===== config.mk =====
export PLATFORM = sky130hd
export DESIGN_NAME = bus_arbiter
export DESIGN_NICKNAME = d
export VERILOG_FILES = /design/src/rtl/bus_arbiter.sv
export SDC_FILE = /design/constraint.sdc
export NUM_CORES = 1
export LEC_CHECK = 0
export ABC_AREA = 1
export CORE_ASPECT_RATIO = 0.5
export CORE_MARGIN = 2
export CORE_UTILIZATION = 25
export CTS_BUF_LIST = sky130_fd_sc_hd__clkbuf_2 sky130_fd_sc_hd__clkbuf_4 sky130_fd_sc_hd__clkbuf_8
export CTS_CLUSTER_DIAMETER = 50
export DETAILED_ROUTE_END_ITERATION = 10
export GPL_TIMING_DRIVEN = 0
export HOLD_SLACK_MARGIN = 0.15
export SYNTH_ARGS = -nofsm -noshare
export SYNTH_HDL_FRONTEND = slang
export SYNTH_SLANG_ARGS = --single-unit

===== constraint.sdc =====
create_clock -name clk -period 4.6 [get_ports clk]
set_input_delay 1.38 -clock clk [delete_from_list [all_inputs] [get_ports clk]]
set_output_delay 1.38 -clock clk [all_outputs]
set_load 0.005 [all_outputs]

===== src/rtl/bus_arbiter.sv =====
// bus_arbiter
// Two-master arbiter in front of a single MemoryUnit bus. m0 (CPU) and m1
// (DMA) each own one pending slot that a one-cycle start pulse loads. A
// four-state FSM issues one transaction at a time and alternates between the
// masters when both are waiting. A watchdog abandons a transaction that never
// sees bus_done.
//
// Ports
//   clk, reset            system clock, synchronous active-high reset
//   m{0,1}_addr/data/we   request word address, write data, write enable
//   m{0,1}_start          one-cycle request pulse
//   m{0,1}_q / _done      read data (held) and one-cycle completion pulse
//   bus_addr/data/we      request toward the bus, stable from ISSUE to done
//   bus_start             one-cycle issue strobe
//   bus_q / bus_done      response from the bus
//   owner / busy          granted master (valid while busy) / FSM not idle
//   err_drop[1:0]         sticky: a start from master X was discarded
//   err_timeout           sticky: a transaction was abandoned by the watchdog
//
// state | meaning
// IDLE  | nothing in flight, arbitrate among pending/arriving requests
// ISSUE | bus_start high for one cycle, watchdog cleared
// WAIT  | waiting for bus_done or watchdog expiry
// RESP  | done pulse to the owner; may arbitrate straight into ISSUE
module bus_arbiter #(
  parameter int TIMEOUT = 1024
) (
  input  logic        clk,
  input  logic        reset,
  input  logic [26:0] m0_addr,
  input  logic [31:0] m0_data,
  input  logic        m0_we,
  input  logic        m0_start,
  output logic [31:0] m0_q,
  output logic        m0_done,
  input  logic [26:0] m1_addr,
  input  logic [31:0] m1_data,
  input  logic        m1_we,
  input  logic        m1_start,
  output logic [31:0] m1_q,
  output logic        m1_done,
  output logic [26:0] bus_addr,
  output logic [31:0] bus_data,
  output logic        bus_we,
  output logic        bus_start,
  input  logic [31:0] bus_q,
  input  logic        bus_done,
  output logic        owner,
  output logic        busy,
  output logic [1:0]  err_drop,
  output logic        err_timeout
);

  typedef enum logic [1:0] {S_IDLE, S_ISSUE, S_WAIT, S_RESP} state_t;

  localparam logic [15:0] LP_WD_LAST = 16'(TIMEOUT - 1);

  state_t      r_state;
  state_t      w_next;

  logic        r_pend0, r_pend1;
  logic [26:0] r_slot0_addr, r_slot1_addr;
  logic [31:0] r_slot0_data, r_slot1_data;
  logic        r_slot0_we, r_slot1_we;
  logic        r_lastgrant;
  logic        r_owner;
  logic [15:0] r_wd;
  logic [26:0] r_bus_addr;
  logic [31:0] r_bus_data;
  logic        r_bus_we;
  logic [31:0] r_m0_q, r_m1_q;
  logic        r_m0_done, r_m1_done;
  logic [1:0]  r_err_drop;
  logic        r_err_timeout;

  logic        w_inflight;
  logic        w_acc0, w_acc1, w_drop0, w_drop1;
  logic        w_el0, w_el1;
  logic        w_arb, w_grant;
  logic        w_wd_hit, w_wait_exit, w_timeout;
  logic [26:0] w_src0_addr, w_src1_addr;
  logic [31:0] w_src0_data, w_src1_data;
  logic        w_src0_we, w_src1_we;

  // The owner's pend stays set through ISSUE/WAIT, so a repeat start from
  // the owner is caught by the pend test; in RESP its pend is already clear
  // and a fresh start is accepted.
  always_comb begin
    w_inflight  = (r_state == S_ISSUE) || (r_state == S_WAIT);
    w_drop0     = m0_start && (r_pend0 || (w_inflight && !r_owner));
    w_drop1     = m1_start && (r_pend1 || (w_inflight && r_owner));
    w_acc0      = m0_start && !w_drop0;
    w_acc1      = m1_start && !w_drop1;
    w_el0       = r_pend0 || w_acc0;
    w_el1       = r_pend1 || w_acc1;
    w_arb       = ((r_state == S_IDLE) || (r_state == S_RESP)) && (w_el0 || w_el1);
    w_grant     = (w_el0 && w_el1) ? !r_lastgrant : w_el1;
    w_wd_hit    = (r_wd == LP_WD_LAST);
    w_wait_exit = (r_state == S_WAIT) && (bus_done || w_wd_hit);
    w_timeout   = (r_state == S_WAIT) && !bus_done && w_wd_hit;
    // A request arriving this cycle has not reached its slot yet.
    w_src0_addr = w_acc0 ? m0_addr : r_slot0_addr;
    w_src0_data = w_acc0 ? m0_data : r_slot0_data;
    w_src0_we   = w_acc0 ? m0_we   : r_slot0_we;
    w_src1_addr = w_acc1 ? m1_addr : r_slot1_addr;
    w_src1_data = w_acc1 ? m1_data : r_slot1_data;
    w_src1_we   = w_acc1 ? m1_we   : r_slot1_we;
  end

  // RESP arbitrates like IDLE so a queued request issues two cycles after
  // the previous bus_done instead of three.
  always_comb begin
    w_next = r_state;
    case (r_state)
      S_IDLE:  w_next = w_arb ? S_ISSUE : S_IDLE;
      S_ISSUE: w_next = S_WAIT;
      S_WAIT:  w_next = w_wait_exit ? S_RESP : S_WAIT;
      S_RESP:  w_next = w_arb ? S_ISSUE : S_IDLE;
      default: w_next = S_IDLE;
    endcase
  end

  always_ff @(posedge clk) begin
    if (reset) r_state <= S_IDLE;
    else       r_state <= w_next;
  end

  always_ff @(posedge clk) begin
    if (reset) begin
      r_pend0       <= 1'b0;
      r_pend1       <= 1'b0;
      r_slot0_addr  <= '0;
      r_slot0_data  <= '0;
      r_slot0_we    <= 1'b0;
      r_slot1_addr  <= '0;
      r_slot1_data  <= '0;
      r_slot1_we    <= 1'b0;
      r_lastgrant   <= 1'b1;
      r_owner       <= 1'b0;
      r_wd          <= '0;
      r_bus_addr    <= '0;
      r_bus_data    <= '0;
      r_bus_we      <= 1'b0;
      r_m0_q        <= '0;
      r_m1_q        <= '0;
      r_m0_done     <= 1'b0;
      r_m1_done     <= 1'b0;
      r_err_drop    <= 2'b00;
      r_err_timeout <= 1'b0;
    end else begin
      if (w_wait_exit) begin
        if (r_owner) r_pend1 <= 1'b0;
        else         r_pend0 <= 1'b0;
      end
      if (w_acc0) begin
        r_pend0      <= 1'b1;
        r_slot0_addr <= m0_addr;
        r_slot0_data <= m0_data;
        r_slot0_we   <= m0_we;
      end
      if (w_acc1) begin
        r_pend1      <= 1'b1;
        r_slot1_addr <= m1_addr;
        r_slot1_data <= m1_data;
        r_slot1_we   <= m1_we;
      end
      if (w_drop0) r_err_drop[0] <= 1'b1;
      if (w_drop1) r_err_drop[1] <= 1'b1;
      if (w_timeout) r_err_timeout <= 1'b1;

      if (w_arb) begin
        r_owner     <= w_grant;
        r_lastgrant <= w_grant;
        r_bus_addr  <= w_grant ? w_src1_addr : w_src0_addr;
        r_bus_data  <= w_grant ? w_src1_data : w_src0_data;
        r_bus_we    <= w_grant ? w_src1_we   : w_src0_we;
      end

      if (r_state == S_ISSUE)     r_wd <= '0;
      else if (r_state == S_WAIT) r_wd <= r_wd + 16'd1;

      r_m0_done <= w_wait_exit && !r_owner;
      r_m1_done <= w_wait_exit && r_owner;
      if (w_wait_exit) begin
        if (r_owner) r_m1_q <= bus_done ? bus_q : 32'd0;
        else         r_m0_q <= bus_done ? bus_q : 32'd0;
      end
    end
  end

  assign bus_addr    = r_bus_addr;
  assign bus_data    = r_bus_data;
  assign bus_we      = r_bus_we;
  assign bus_start   = (r_state == S_ISSUE);
  assign busy        = (r_state != S_IDLE);
  assign owner       = r_owner;
  assign m0_q        = r_m0_q;
  assign m1_q        = r_m1_q;
  assign m0_done     = r_m0_done;
  assign m1_done     = r_m1_done;
  assign err_drop    = r_err_drop;
  assign err_timeout = r_err_timeout;

endmodule

==> results of run 1 <==
Yosys cell counts (all sizes together):
cell and count:
nand3 106, nor3 2, o21a 1, buf 59, clkbuf 51, and3 1, dfxtp 271, o21ai 133
a21oi 110, nor3b 1, a31oi 1, inv 136, nor2 366, nand2 463, nand4 2, ha 5
per-layer routing:
metal | global-route usage [%] | vias to the layer above | part of all wire (%) | wire [um]
li1 | - | 6007 | - | -
met1 | 18.4 | 5219 | 41 | 16700
met2 | 29.7 | 216 | 50 | 20400
met3 | 3.02 | 98 | 4.0 | 1610
met4 | 8.85 | 0 | 4.7 | 1900
met5 | 0 | - | 0 | 0
metrics by stage:
step	instances	cell area (um^2)	utilization (%)	power, mW	hold WS, ps
after floorplan	1708	11400	-	5.76	442
after global placement	2593	15100	33.3	7.33	449
after detailed placement	2593	15100	33.3	7.38	456
after CTS	2674	16100	35.5	9.74	469
after global routing	2683	16100	35.6	10.4	481
final	2683	16100	35.6	9.67	466
final timing paths:
kind                    start      endpoint  slack, ps  cells past startpoint
setup / recovery   r_state[0]          busy       1380                      4
hold / removal    err_drop[1]   err_drop[1]        470                      2
setup reg to reg   r_state[0]  bus_data[11]       1870                     11
hold reg to reg   err_drop[1]   err_drop[1]        470                      2
registers in the layout, indices dropped and copies added, names as in the netlist, 2 cells and up:
register      count
r_slot1_data     32
bus_data         32
bus_addr         27
r_state           2
r_wd             16
r_slot1_addr     27
r_slot0_addr     27
err_drop          2
m0_q             32
m1_q             32
r_slot0_data     32
worst reg2reg max path, cell delays in order, from the launching register on:
cell and delay [ps]:
dfxtp_1 380, inv_1 90, ha_1 390, nand2_1 140
nand3_2 280, nand2_4 290, inv_2 60, a21oi_2 380
buf_2 340, nor2_1 110, nor2_1 120, nor2_1 50
placed cells by master, fill, tap and decap left out, drive strengths merged:
cell,instances
nand2,463
nor2,366
clkdlybuf4s50,287
dfxtp,271
inv,138
o21ai,133
clkbuf,125
a21oi,110
nand3,106
buf,59
diode,9
ha,5
clkinv,3
nor3,2
nand4,2
a31oi,1
and3,1
nor3b,1
o21a,1
bufinv,1
clkinvlp,1
cell families (layout without fill, tap and decap cells):
group / Yosys count / after routing / share of synthesized area [%]
flops: 271 / 271 / 47.4
compound gates: 245 / 245 / 10.8
simple gates: 941 / 941 / 32.5
buf+inv: 246 / 614 / 8.81
fa+ha+maj: 5 / 5 / 0.547
other cells: 0 / 9 / 0
area by class of cell:
cell class / count / area, um^2 / share of cell area [%]
Buffer: 110 / 498 / 3.10
Inverter: 136 / 510 / 3.18
Antenna cell: 9 / 22.5 / 0.140
Timing Repair Buffer: 287 / 2870 / 17.9
Clock buffer: 74 / 918 / 5.71
Tap cell: 598 / 748 / 4.65
Multi-Input combinational cell: 1191 / 5010 / 31.2
Sequential cell: 271 / 5430 / 33.7
Clock inverter: 7 / 72.6 / 0.451
power by group through the flow:
stage	clock (mW)	combinational [mW]	sequential, mW
2_1_floorplan	0	2.59	3.17
3_3_place_gp	0	4.15	3.18
3_5_place_dp	0	4.19	3.19
4_1_cts	2.39	4.21	3.15
5_1_grt	2.49	4.74	3.20
6_report	2.34	4.19	3.15
==> reports/metrics.yaml, run 1 <==
run_status:
  status: "complete, no violations"
final_layout:
  fin_nets: 2204
  n_fill_cell: 4814
  area_delta_synth_final_pct: 40.5
  drive_above_1_share_pct: 7.18
cts:
  clk_latency_ps: 590
  holdBufCountCts: 0
  cts_root_buf: "clkbuf_8"
  postCtsSetupRepairBufs: 0
  cts_tree: "yes"
  cts_sinks: 271
  cts_buffers: 45
  cts_resized: 0
  clk_path_buf_depth: 3
  cts_htree_levels: 2
  clk_pin_slew_worst_paths_ps: 70
logic_synthesis:
  postSynthAreaPerCell_um2: 6.70
  syn_inst: 1708
  syn_nets: 1870
  synth_top_area_share_pct: 47.4
  syn_area_um2: 11400
  synth_cell_type_count: 27
  yosys_warnings: 0
  yosysSeqAreaShare_pct: 47.4
  yosys.area.top_type: "dfxtp_1"
  synth.area.top_cells: "dfxtp_1 47%, nand2_1 15%, nor2_1 12%"
  synth_seq_cells: 271
timing:
  fin_ws_ps: 1380
  clock.fmax_mhz: 311
  hold_violations: 0
  rsz0062_at_grt: "false"
  tightest_slew_ps: 667
  drv_slew: 0
  finalCritPeriodShare_pct: 69.9
  setup-tns-final_ps: 0
  setup_viol: 0
  fin_worst_skew_ps: 28.6
  slew_headroom_pct: 55.5
  period_minus_slack_ps: 3220
critical_path:
  worstSetupEndpointType: "primary output"
  cp_cell_sequence: "inv_1, ha_1, inv_1, clkdlybuf4s50_1"
  cp_slowest_stage_delay_ps: 540
  path_buf_inv: 3
  critPathKind: "reg2out"
  critPathMaxFanout: 3
  slowest_stage: "clkdlybuf4s50_1"
  start_kind: "flip-flop"
  arrival_ps: 1840
  cp.required_ps: 3220
  crit_top_cell: "inv_1"
  crit_family: "buffers and inverters"
route:
  postRouteAntennaNets: 0
  drtIter0Drc: 636
  wirelength_um: 40600
  viasPerCell: 4.30
  vias: 11500
  firstDrtPassIters: 5
  drcViolationCount: 0
  wire_per_inst_um: 15.1
power_and_ir_drop:
  pwr-share-seq_pct: 32.6
  internal-power_mw: 5.85
  comb_power_share_pct: 43.3
  switching_share_pct: 39.5
  power_density_nw_per_um2: 601
  p_switching_mw: 3.82
  peakVddDrop_uv: 218
  p_clk_share_pct: 24.2
  power.leakage_nw: 7.21
global_routing:
  grt_util_all_layers_pct: 16.4
  grt_pass1_vias: 10900
  grt_pass1_wl_um: 60700
  grt_start_max_net_pins: 13
  grt_overflow: 0
  grt_antenna_before_repair: 9
placed_design:
  hpwl_um: 30800
  pre_cts_ws_ps: 924
  portBuffers: 287
  gp_congestion: 0.882
die:
  start_util_pct: 25.3
  die_h_um: 155
  placementRows: 55
  ios: 289
  die_w_um: 307
  core_area_um2: 45200
  die_area_um2: 47600
min_path:
  min_path_type: "reg2reg"
flow_run:
  cap_viol_max_count: 0
No activity file was read; power rests on OpenSTA's default activity.
==> run 2: changes to the inputs <==
- clock period: 4.6 -> 3.11 ns (I/O delays scaled with it)
==> results of run 2 <==
Same layout as run 1 (identical final DEF). Status: complete, no violations.
Among the figures that moved: setup slack after placement 924 ps -> -119 ps; setup slack after layout 1380 ps -> 342 ps; register-to-register setup slack 1870 ps -> 380 ps; total power 9.67 mW -> 14.3 mW; worst IR drop on VDD 218 uV -> 322 uV
==> run 3: changes to the inputs <==
- PLACE_DENSITY: default -> 0.47
==> run 3 against run 2 <==
Against the previous run:
- critical endpoint unchanged
- combinational power is 1% higher
- flip-flop and latch count did not move
- clock-buffer cell count unchanged
- final cell count shrank 0.26%
- largest cell class unchanged
- die area unchanged
- routed wire length up 5.0%
- critical path type unchanged
- sequential power hardly changed
==> reports/metrics.yaml, run 3 (synthesis gave the netlist of run 1 again) <==
power_and_ir_drop:
  finalPower_mw: 14.4
  switching_share_pct: 40.2
  p_clk_share_pct: 24.1
  p_switching_mw: 5.78
  internal-power_mw: 8.59
  power.leakage_nw: 7.21
  comb_power_share_pct: 43.7
  pwr-share-seq_pct: 32.3
  power_density_nw_per_um2: 895
  peakVddDrop_uv: 245
critical_path:
  r2r-end: "bus_data[19]"
  start_kind: "flip-flop"
  cp_cell_sequence: "inv_1, ha_1, inv_1, clkdlybuf4s50_1"
  cp_slowest_stage_delay_ps: 550
  worstSetupEndpointType: "primary output"
  r2r_slack_ps: 430
  arrival_ps: 1780
  critPathKind: "reg2out"
  critPathMaxFanout: 3
  cp.required_ps: 2180
  slowest_stage: "clkdlybuf4s50_1"
  crit_top_cell: "inv_1"
  r2r-start: "r_state[0]"
  r2r_cells: 11
timing:
  fin_ws_ps: 400
  rsz0062_at_grt: "false"
  period_minus_slack_ps: 2710
  fin_worst_skew_ps: 32.3
  holdWs_ps: 468
  clock.fmax_mhz: 369
  setup-tns-final_ps: 0
  setup_viol: 0
  hold_violations: 0
  tightest_slew_ps: 775
  drv_slew: 0
  finalCritPeriodShare_pct: 87.2
  slew_headroom_pct: 48.3
flow_run:
  cap_viol_max_count: 0
cts:
  cts_buffers: 45
  cts_tree: "yes"
  cts_htree_levels: 2
  cts_sinks: 271
  clk_latency_ps: 590
  cts_root_buf: "clkbuf_8"
  clk_path_buf_depth: 3
  holdBufCountCts: 0
  cts_resized: 0
  clk_pin_slew_worst_paths_ps: 60
  postCtsSetupRepairBufs: 0
min_path:
  whs_endpoint: "err_drop[0]"
  min_path_type: "reg2reg"
  holdPathStages: 2
  min_from: "err_drop[0]"
route:
  vias: 11400
  drcViolationCount: 0
  firstDrtPassIters: 4
  wire_per_inst_um: 15.9
  postRouteAntennaNets: 0
  viasPerCell: 4.24
  drtIter0Drc: 586
  wirelength_um: 42600
global_routing:
  grt_pass1_vias: 11000
  grt_antenna_before_repair: 0
  grt_start_max_net_pins: 13
  grt_util_all_layers_pct: 17.5
  grt_overflow: 0
  grt_pass1_wl_um: 64400
final_layout:
  fin_cells: 2676
  area_delta_synth_final_pct: 40.3
  final_cell_mix: "461 x nand2_1, 364 x nor2_1, 287 x clkdlybuf4s50_1"
  final_common_cell: "nand2_1"
  fin_nets: 2204
  diodes: 0
  drive_above_1_share_pct: 7.27
placed_design:
  hpwl_um: 31900
  pre_cts_ws_ps: -118
  placed_cells: 2593
  portBuffers: 287
  gp_congestion: 0.806
die:
  die_w_um: 307
  ios: 289
  core_area_um2: 45200
  die_area_um2: 47600
  placementRows: 55
  start_util_pct: 25.3
  die_h_um: 155
run_status:
  status: "complete, no violations"
run 3: layout make-up:
class | count | area, um^2
clock buffer | 74 | 925
sequential | 271 | 5430
inverter | 136 | 510
multi-input combinational | 1191 | 5010
tap | 598 | 748
timing repair buffer | 287 | 2870
fill | 4881 | 29200
clock inverter | 9 | 62.6
buffer | 110 | 498
run 3: how the worst max path moves through the flow:
stage / slack, ps / to / startpoint
after floorplan: 1170 / bus_addr[17] / m1_start
after global placement: -90 / bus_data[19] / m1_start
after detailed placement: -120 / bus_data[19] / m1_start
after CTS: 330 / busy / r_state[0]
after global routing: 190 / bus_addr[21] / r_state[0]
final: 400 / busy / r_state[0]
run 3: power groups by stage:
stage / logic (mW) / registers (mW) / clock network (mW)
final: 6.28 / 4.64 / 3.46
after global routing: 7.15 / 4.73 / 3.75
after CTS: 6.36 / 4.65 / 3.58
after detailed placement: 6.33 / 4.72 / 0
after global placement: 6.34 / 4.70 / 0
after floorplan: 3.83 / 4.68 / 0
run 3: critical path: cells and delay by family (launching register included):
family                     cells  cell delay (ps)
adders and majority gates      1              190
DFF                            1              360
buffers and inverters          3              670
run 3: per-stage QoR:
step / cell area, um^2 / utilization, %
finish: 16100 / 35.5
global route: 16100 / 35.5
CTS: 16100 / 35.5
detailed placement: 15100 / 33.3
global placement: 15100 / 33.3
floorplan: 11400 / -
run 3: per-layer routing:
layer	share of wire [%]	global-route usage, %	routed length [um]	vias up
met3	3.1	2.86	1330	46
met4	1.6	4.23	700	0
met5	0	0	0	-
met1	46	22.4	19600	5155
met2	49	30.9	21000	168
li1	-	-	-	5986
